$ cat config.mk
export PLATFORM = sky130hd
export DESIGN_NAME = instr_fetch_unit
export DESIGN_NICKNAME = d
export VERILOG_FILES = /design/src/rtl/instr_fetch_unit_pkg.sv /design/src/rtl/fetch_prefetch_buf.sv /design/src/rtl/instr_fetch_unit.sv
export SDC_FILE = /design/constraint.sdc
export NUM_CORES = 1
export LEC_CHECK = 0
export BUFFER_PORTS_ARGS = -buffer_cell sky130_fd_sc_hd__buf_2
export CORE_AREA = 2 2 103 105
export CTS_CLUSTER_DIAMETER = 50
export CTS_CLUSTER_SIZE = 24
export DETAILED_ROUTE_END_ITERATION = 12
export DIE_AREA = 0 0 105 107
export PLACE_DENSITY_LB_ADDON = 0.08
export SYNTH_ARGS = -nofsm -noshare
export SYNTH_HDL_FRONTEND = slang
export SYNTH_SLANG_ARGS = --single-unit
export TNS_END_PERCENT = 50
$ cat constraint.sdc
create_clock -name clk -period 4 [get_ports clk]
set_input_delay 0.6 -clock clk [delete_from_list [all_inputs] [get_ports clk]]
set_output_delay 0.6 -clock clk [all_outputs]
set_load 0.01 [all_outputs]
$ cat src/rtl/instr_fetch_unit_pkg.sv
// rtl/instr_fetch_unit_pkg.sv - shared types and defaults for the instruction fetch unit
package instr_fetch_unit_pkg;

    localparam int IFU_ADDR_W  = 16;
    localparam int IFU_INSTR_W = 32;

    typedef enum logic [1:0] {
        ST_BOOT  = 2'd0,
        ST_FETCH = 2'd1,
        ST_READY = 2'd2,
        ST_ERR   = 2'd3
    } ifu_state_e;

    // Wide enough to hold every count value up to and including the timeout limit.
    function automatic int ifu_cnt_w(input int limit);
        return $clog2(limit) + 1;
    endfunction

endpackage

$ cat src/rtl/fetch_prefetch_buf.sv
// rtl/fetch_prefetch_buf.sv - one-entry prefetch buffer (valid, addr, data, flush)
module fetch_prefetch_buf #(
    parameter int ADDR_W  = 16,
    parameter int INSTR_W = 32
) (
    input  logic               clk,
    input  logic               reset,
    input  logic               fill,
    input  logic               flush,
    input  logic [ADDR_W-1:0]  fill_addr,
    input  logic [INSTR_W-1:0] fill_data,
    output logic               valid,
    output logic [ADDR_W-1:0]  addr,
    output logic [INSTR_W-1:0] data
);

    // Flush wins so a branch can never leave stale sequential data behind.
    always_ff @(posedge clk) begin
        if (!reset) begin
            valid <= 1'b0;
            addr  <= '0;
            data  <= '0;
        end else if (flush) begin
            valid <= 1'b0;
        end else if (fill) begin
            valid <= 1'b1;
            addr  <= fill_addr;
            data  <= fill_data;
        end
    end

endmodule

$ cat src/rtl/instr_fetch_unit.sv
// rtl/instr_fetch_unit.sv - PC owner and flash fetch FSM; IFU_PREFETCH_EN adds a one-entry prefetch buffer
module instr_fetch_unit
    import instr_fetch_unit_pkg::*;
#(
    parameter int                ADDR_W       = IFU_ADDR_W,
    parameter int                INSTR_W      = IFU_INSTR_W,
    parameter logic [ADDR_W-1:0] RESET_VECTOR = '0,
    parameter int                TIMEOUT_CYC  = 64
) (
    input  logic               clk,
    input  logic               reset,
    input  logic               flash_read,
    input  logic               pc_inc,
    input  logic               pc_load,
    input  logic [ADDR_W-1:0]  branch_target,
    output logic [INSTR_W-1:0] instr_out,
    output logic               instr_valid,
    output logic [ADDR_W-1:0]  pc_out,
    output logic               fl_req,
    output logic [ADDR_W-1:0]  fl_addr,
    input  logic               fl_ack,
    input  logic [INSTR_W-1:0] fl_rdata,
    output logic               fetch_err
);

    localparam int               CNT_W    = ifu_cnt_w(TIMEOUT_CYC);
    localparam logic [CNT_W-1:0] CNT_LAST = CNT_W'(TIMEOUT_CYC - 1);

    ifu_state_e         state_q, state_d;
    logic [ADDR_W-1:0]  pc_q, pc_d;
    logic [INSTR_W-1:0] instr_q, instr_d;
    logic               req_q, req_d;
    logic [ADDR_W-1:0]  addr_q, addr_d;
    logic [CNT_W-1:0]   cnt_q, cnt_d;

    logic               ack;
    logic               advance;
    logic               timeout_hit;
    logic [ADDR_W-1:0]  pc_seq;
    logic [ADDR_W-1:0]  adv_pc;

    assign ack         = fl_ack & req_q;
    assign advance     = (state_q == ST_READY) & flash_read & (pc_load | pc_inc);
    assign timeout_hit = req_q & ~fl_ack & (cnt_q >= CNT_LAST);
    assign pc_seq      = pc_q + 1'b1;
    assign adv_pc      = pc_load ? branch_target : pc_seq;

`ifdef IFU_PREFETCH_EN
    logic               discard_q, discard_d;
    logic               buf_fill, buf_flush, buf_valid, buf_hit;
    logic [ADDR_W-1:0]  buf_addr;
    logic [INSTR_W-1:0] buf_data;

    fetch_prefetch_buf #(
        .ADDR_W  (ADDR_W),
        .INSTR_W (INSTR_W)
    ) u_pf_buf (
        .clk       (clk),
        .reset     (reset),
        .fill      (buf_fill),
        .flush     (buf_flush),
        .fill_addr (addr_q),
        .fill_data (fl_rdata),
        .valid     (buf_valid),
        .addr      (buf_addr),
        .data      (buf_data)
    );

    assign buf_hit = buf_valid & (buf_addr == pc_seq);

    always_ff @(posedge clk) begin
        if (!reset) discard_q <= 1'b0;
        else        discard_q <= discard_d;
    end
`endif

    always_ff @(posedge clk) begin
        if (!reset) begin
            state_q <= ST_BOOT;
            pc_q    <= RESET_VECTOR;
            instr_q <= '0;
            req_q   <= 1'b0;
            addr_q  <= '0;
            cnt_q   <= '0;
        end else begin
            state_q <= state_d;
            pc_q    <= pc_d;
            instr_q <= instr_d;
            req_q   <= req_d;
            addr_q  <= addr_d;
            cnt_q   <= cnt_d;
        end
    end

    always_comb begin
        state_d = state_q;
        pc_d    = pc_q;
        instr_d = instr_q;
        req_d   = req_q;
        addr_d  = addr_q;
        cnt_d   = cnt_q;
`ifdef IFU_PREFETCH_EN
        discard_d = discard_q;
        buf_fill  = 1'b0;
        buf_flush = 1'b0;
`endif
        if (req_q && !fl_ack) cnt_d = cnt_q + 1'b1;

        case (state_q)
            ST_BOOT: begin
                state_d = ST_FETCH;
                req_d   = 1'b1;
                addr_d  = pc_q;
                cnt_d   = '0;
            end
            ST_FETCH: begin
`ifdef IFU_PREFETCH_EN
                // A dropped request (after a discarded prefetch) is reissued one idle cycle later.
                if (!req_q) begin
                    req_d  = 1'b1;
                    addr_d = pc_q;
                    cnt_d  = '0;
                end else if (ack) begin
                    req_d = 1'b0;
                    if (discard_q) begin
                        discard_d = 1'b0;
                    end else begin
                        instr_d = fl_rdata;
                        state_d = ST_READY;
                    end
                end else if (timeout_hit) begin
                    req_d   = 1'b0;
                    state_d = ST_ERR;
                end
`else
                if (ack) begin
                    req_d   = 1'b0;
                    instr_d = fl_rdata;
                    state_d = ST_READY;
                end else if (timeout_hit) begin
                    req_d   = 1'b0;
                    state_d = ST_ERR;
                end
`endif
            end
            ST_READY: begin
`ifdef IFU_PREFETCH_EN
                if (advance && pc_load) begin
                    pc_d      = branch_target;
                    buf_flush = 1'b1;
                    state_d   = ST_FETCH;
                    if (req_q && !fl_ack) begin
                        discard_d = 1'b1;
                    end else if (req_q) begin
                        req_d = 1'b0;
                    end else begin
                        req_d  = 1'b1;
                        addr_d = branch_target;
                        cnt_d  = '0;
                    end
                end else if (advance) begin
                    pc_d = pc_seq;
                    if (buf_hit) begin
                        instr_d   = buf_data;
                        buf_flush = 1'b1;
                    end else if (ack) begin
                        instr_d = fl_rdata;
                        req_d   = 1'b0;
                    end else if (req_q) begin
                        state_d = ST_FETCH;
                    end else begin
                        req_d   = 1'b1;
                        addr_d  = pc_seq;
                        cnt_d   = '0;
                        state_d = ST_FETCH;
                    end
                end else if (ack) begin
                    buf_fill = 1'b1;
                    req_d    = 1'b0;
                end else if (timeout_hit) begin
                    req_d   = 1'b0;
                    state_d = ST_ERR;
                end else if (!req_q && !buf_valid) begin
                    req_d  = 1'b1;
                    addr_d = pc_seq;
                    cnt_d  = '0;
                end
`else
                if (advance) begin
                    pc_d    = adv_pc;
                    state_d = ST_FETCH;
                    req_d   = 1'b1;
                    addr_d  = adv_pc;
                    cnt_d   = '0;
                end
`endif
            end
            ST_ERR: begin
                req_d = 1'b0;
            end
            default: begin
                state_d = ST_ERR;
                req_d   = 1'b0;
            end
        endcase
    end

    assign instr_out   = instr_q;
    assign instr_valid = (state_q == ST_READY);
    assign pc_out      = pc_q;
    assign fl_req      = req_q;
    assign fl_addr     = addr_q;
    assign fetch_err   = (state_q == ST_ERR);

endmodule
==> results.ini <==
[run_status]
status = complete, no violations

[sta]
drv_slew = 0
fmax_mhz = 374
finClkSkew_ps = 8.10
tightest_slew_ps = 1190
setup_viol = 0
slew_headroom_pct = 20.3
hold_viol_final = 0
layout_min_cycle_time_ps = 2680
rsz0062_at_grt = false
period_share_pct = 66.9
tns_ps = 0

[global_route]
grt_pass1_vias = 3134
grt_pass1_wl_mm = 16.2
antenna_found_initial = 0
grt_max_degree = 45
grt_overflow = 0
grt_use_total_pct = 18.0

[hold_path]
min_path_cells = 2
hold_start = instr_out[9]
hp-class = flip-flop to flip-flop
hold-path-endpoint = instr_out[9]

[logic_synthesis]
yosys_warnings = 0
syn_avg_cell_area_sq_um = 7.84
synthArstFlopShare_pct = 0
synth-main-ff-cell = dfxtp_1
ys_types = 54
synth_nets = 497
synth-seq-cells = 74
synth_area_sq_um = 3460
ys_seq_area_share_pct = 42.9
syn_inst = 441
synth_edf_count = 0

[setup_path]
reg2reg_depth = 5
r2r-start = state_q[1]
cp_max_fo = 27
criticalPathCategory = flip-flop to output port
cp.required_ps = 3400
r2r_end = pc_out[9]
cp_cell_sequence = nand2b_1 -> buf_4 -> clkinv_1 -> buf_2
slowest_delay_ps = 970
arrival_ps = 2080
r2r_slack_ps = 1700
crit_slowest_cell = dfxtp_1
cp-startpoint = state_q[1]
end_kind = output port
cp-start-kind = flip-flop

[die]
rows = 37
io_pins = 121
die-area_sq_um = 11200
core_area_sq_um = 10100
dieHeight_microns = 107
start_util_pct = 34.3
die_w_microns = 105

[clock_tree]
insertion_delay_ps = 350
cts_setup_buffers = 0
cts-buffers-inserted = 9
cts_max_level = 3
clk_pin_slew_worst_paths_ps = 70
cts.sinks = 74
cts_tree = done
cts_hold_buffers = 0
cts_resized = 0
cts_root_buf = clkbuf_8
cts_buffer_depth = 2

[finish]
nNetsFinal = 600
multi_input_area_sq_um = 1810
drive_above_1_share_pct = 26.7
final_cell_area_sq_um = 4250
final_cell_mix = 120 x buf_2, 103 x nand2_1, 74 x dfxtp_1, 59 x a21oi_1, 32 x nor2_1
antenna_cells = 0
num-fill-cells = 1094
final_common_cell = buf_2
regArea_sq_um = 1480
syn_to_final_growth_pct = 22.9

[detailed_routing]
final_antenna_net_count = 0
num_vias = 3410
wire_per_inst_microns = 14.9
remaining_drc_errors = 0
wl_mm = 10.1
drt_iter0_drc = 195
viasPerCell = 5.00
dr.pass1.iters = 4

[placed_design]
place.gp.congestion = 0.798
hpwl_mm = 7.00
postPlaceCellArea_sq_um = 4110
numPortBuffers = 120

[power_and_ir_drop]
power.leakage_nw = 1.79
ir_worst_vdd_mv = 0.142
power_density_nw_per_um2 = 329

[job]
maxCapViolations = 0

-- where the power goes --
part | total [mW] | switching [mW] | internal, mW
logic | 0.154 | 0.0926 | 0.0612
clock network | 0.473 | 0.259 | 0.215
registers | 0.773 | 0.0176 | 0.755
-- layer usage --
| metal | share of wire, % | GRT usage [%] | up-vias |
|---|---|---|---|
| met5 | 0 | 0 | - |
| met4 | 1.2 | 4.38 | 0 |
| met3 | 5.9 | 5.53 | 10 |
| met2 | 46 | 28.3 | 97 |
| met1 | 47 | 24.2 | 1563 |
| li1 | - | - | 1740 |
-- sequential cells by signal, summed over array words and instances (netlist names) --
signal and flops:
cnt_q 7, fl_addr 16, fl_req 1, instr_out 32, pc_out 16, state_q 2
-- worst max-delay path: cells and delay by family, from the launching register on --
family	cells	cell delay [ps]
simple gates	1	150
flops	1	970
buf+inv	3	600
-- final cells by class --
class                      instances  share of cell area, %
clock inverter                     1                  0.118
sequential                        74                   34.9
multi-input combinational        331                   42.7
inverter                           4                  0.353
tap                              136                   4.00
clock buffer                      12                   3.18
timing repair buffer             124                   14.8
-- cells in the mapped netlist, types with 3 or more instances --
master	instances	area share, %
nand2_1	103	11
dfxtp_1	74	43
a21oi_1	59	8.5
nor2_1	32	3.5
nand3_1	18	2.6
o21ai_0	16	2.3
clkbuf_1	14	1.5
buf_2	13	1.9
mux2i_1	8	2.3
nor3_1	7	1.0
xor2_1	7	1.8
a22oi_1	6	1.3
nand4_1	6	1.1
a2bb2oi_1	5	1.3
o21ai_1	4	0.58
o221ai_1	4	1.0
xnor2_1	4	1.0
a22o_1	3	0.76
buf_4	3	0.65
inv_1	3	0.33
nor2b_1	3	0.54
nor4_2	3	1.1
o21a_1	3	0.65
o41ai_1	3	0.76
-- through the flow --
stage | total power [mW] | setup WS, ps | instances | util (%) | hold WS [ps]
after floorplan | 0.876 | 2280 | 441 | - | 458
after global placement | 0.944 | 1490 | 669 | 40.7 | 438
after detailed placement | 0.945 | 1400 | 669 | 40.7 | 433
after CTS | 1.42 | 1340 | 682 | 42.1 | 448
after global routing | 1.47 | 1200 | 682 | 42.1 | 461
final | 1.40 | 1320 | 682 | 42.1 | 449
-- cell families (layout without fill, tap and decap cells) --
logic type | Yosys count | count (layout) | synth area share [%]
buffers and inverters | 36 | 141 | 4.70
AND/OR/NAND/NOR | 190 | 190 | 25.3
XOR/XNOR | 11 | 11 | 2.79
adder cells (fa/ha/maj) | 2 | 2 | 0.724
AO/OA/AOI/OAI | 119 | 119 | 21.0
flip-flops | 74 | 74 | 42.9
multiplexers | 9 | 9 | 2.64
-- how the worst max path moves through the flow --
stage / cells after the start / endpoint / slack [ps]
after floorplan: 6 / fl_addr[14] / 2280
after global placement: 6 / pc_out[11] / 1490
after detailed placement: 6 / fl_addr[8] / 1400
after CTS: 4 / instr_valid / 1340
after global routing: 4 / instr_valid / 1200
final: 4 / instr_valid / 1320
No activity file was read; power rests on OpenSTA's default activity.
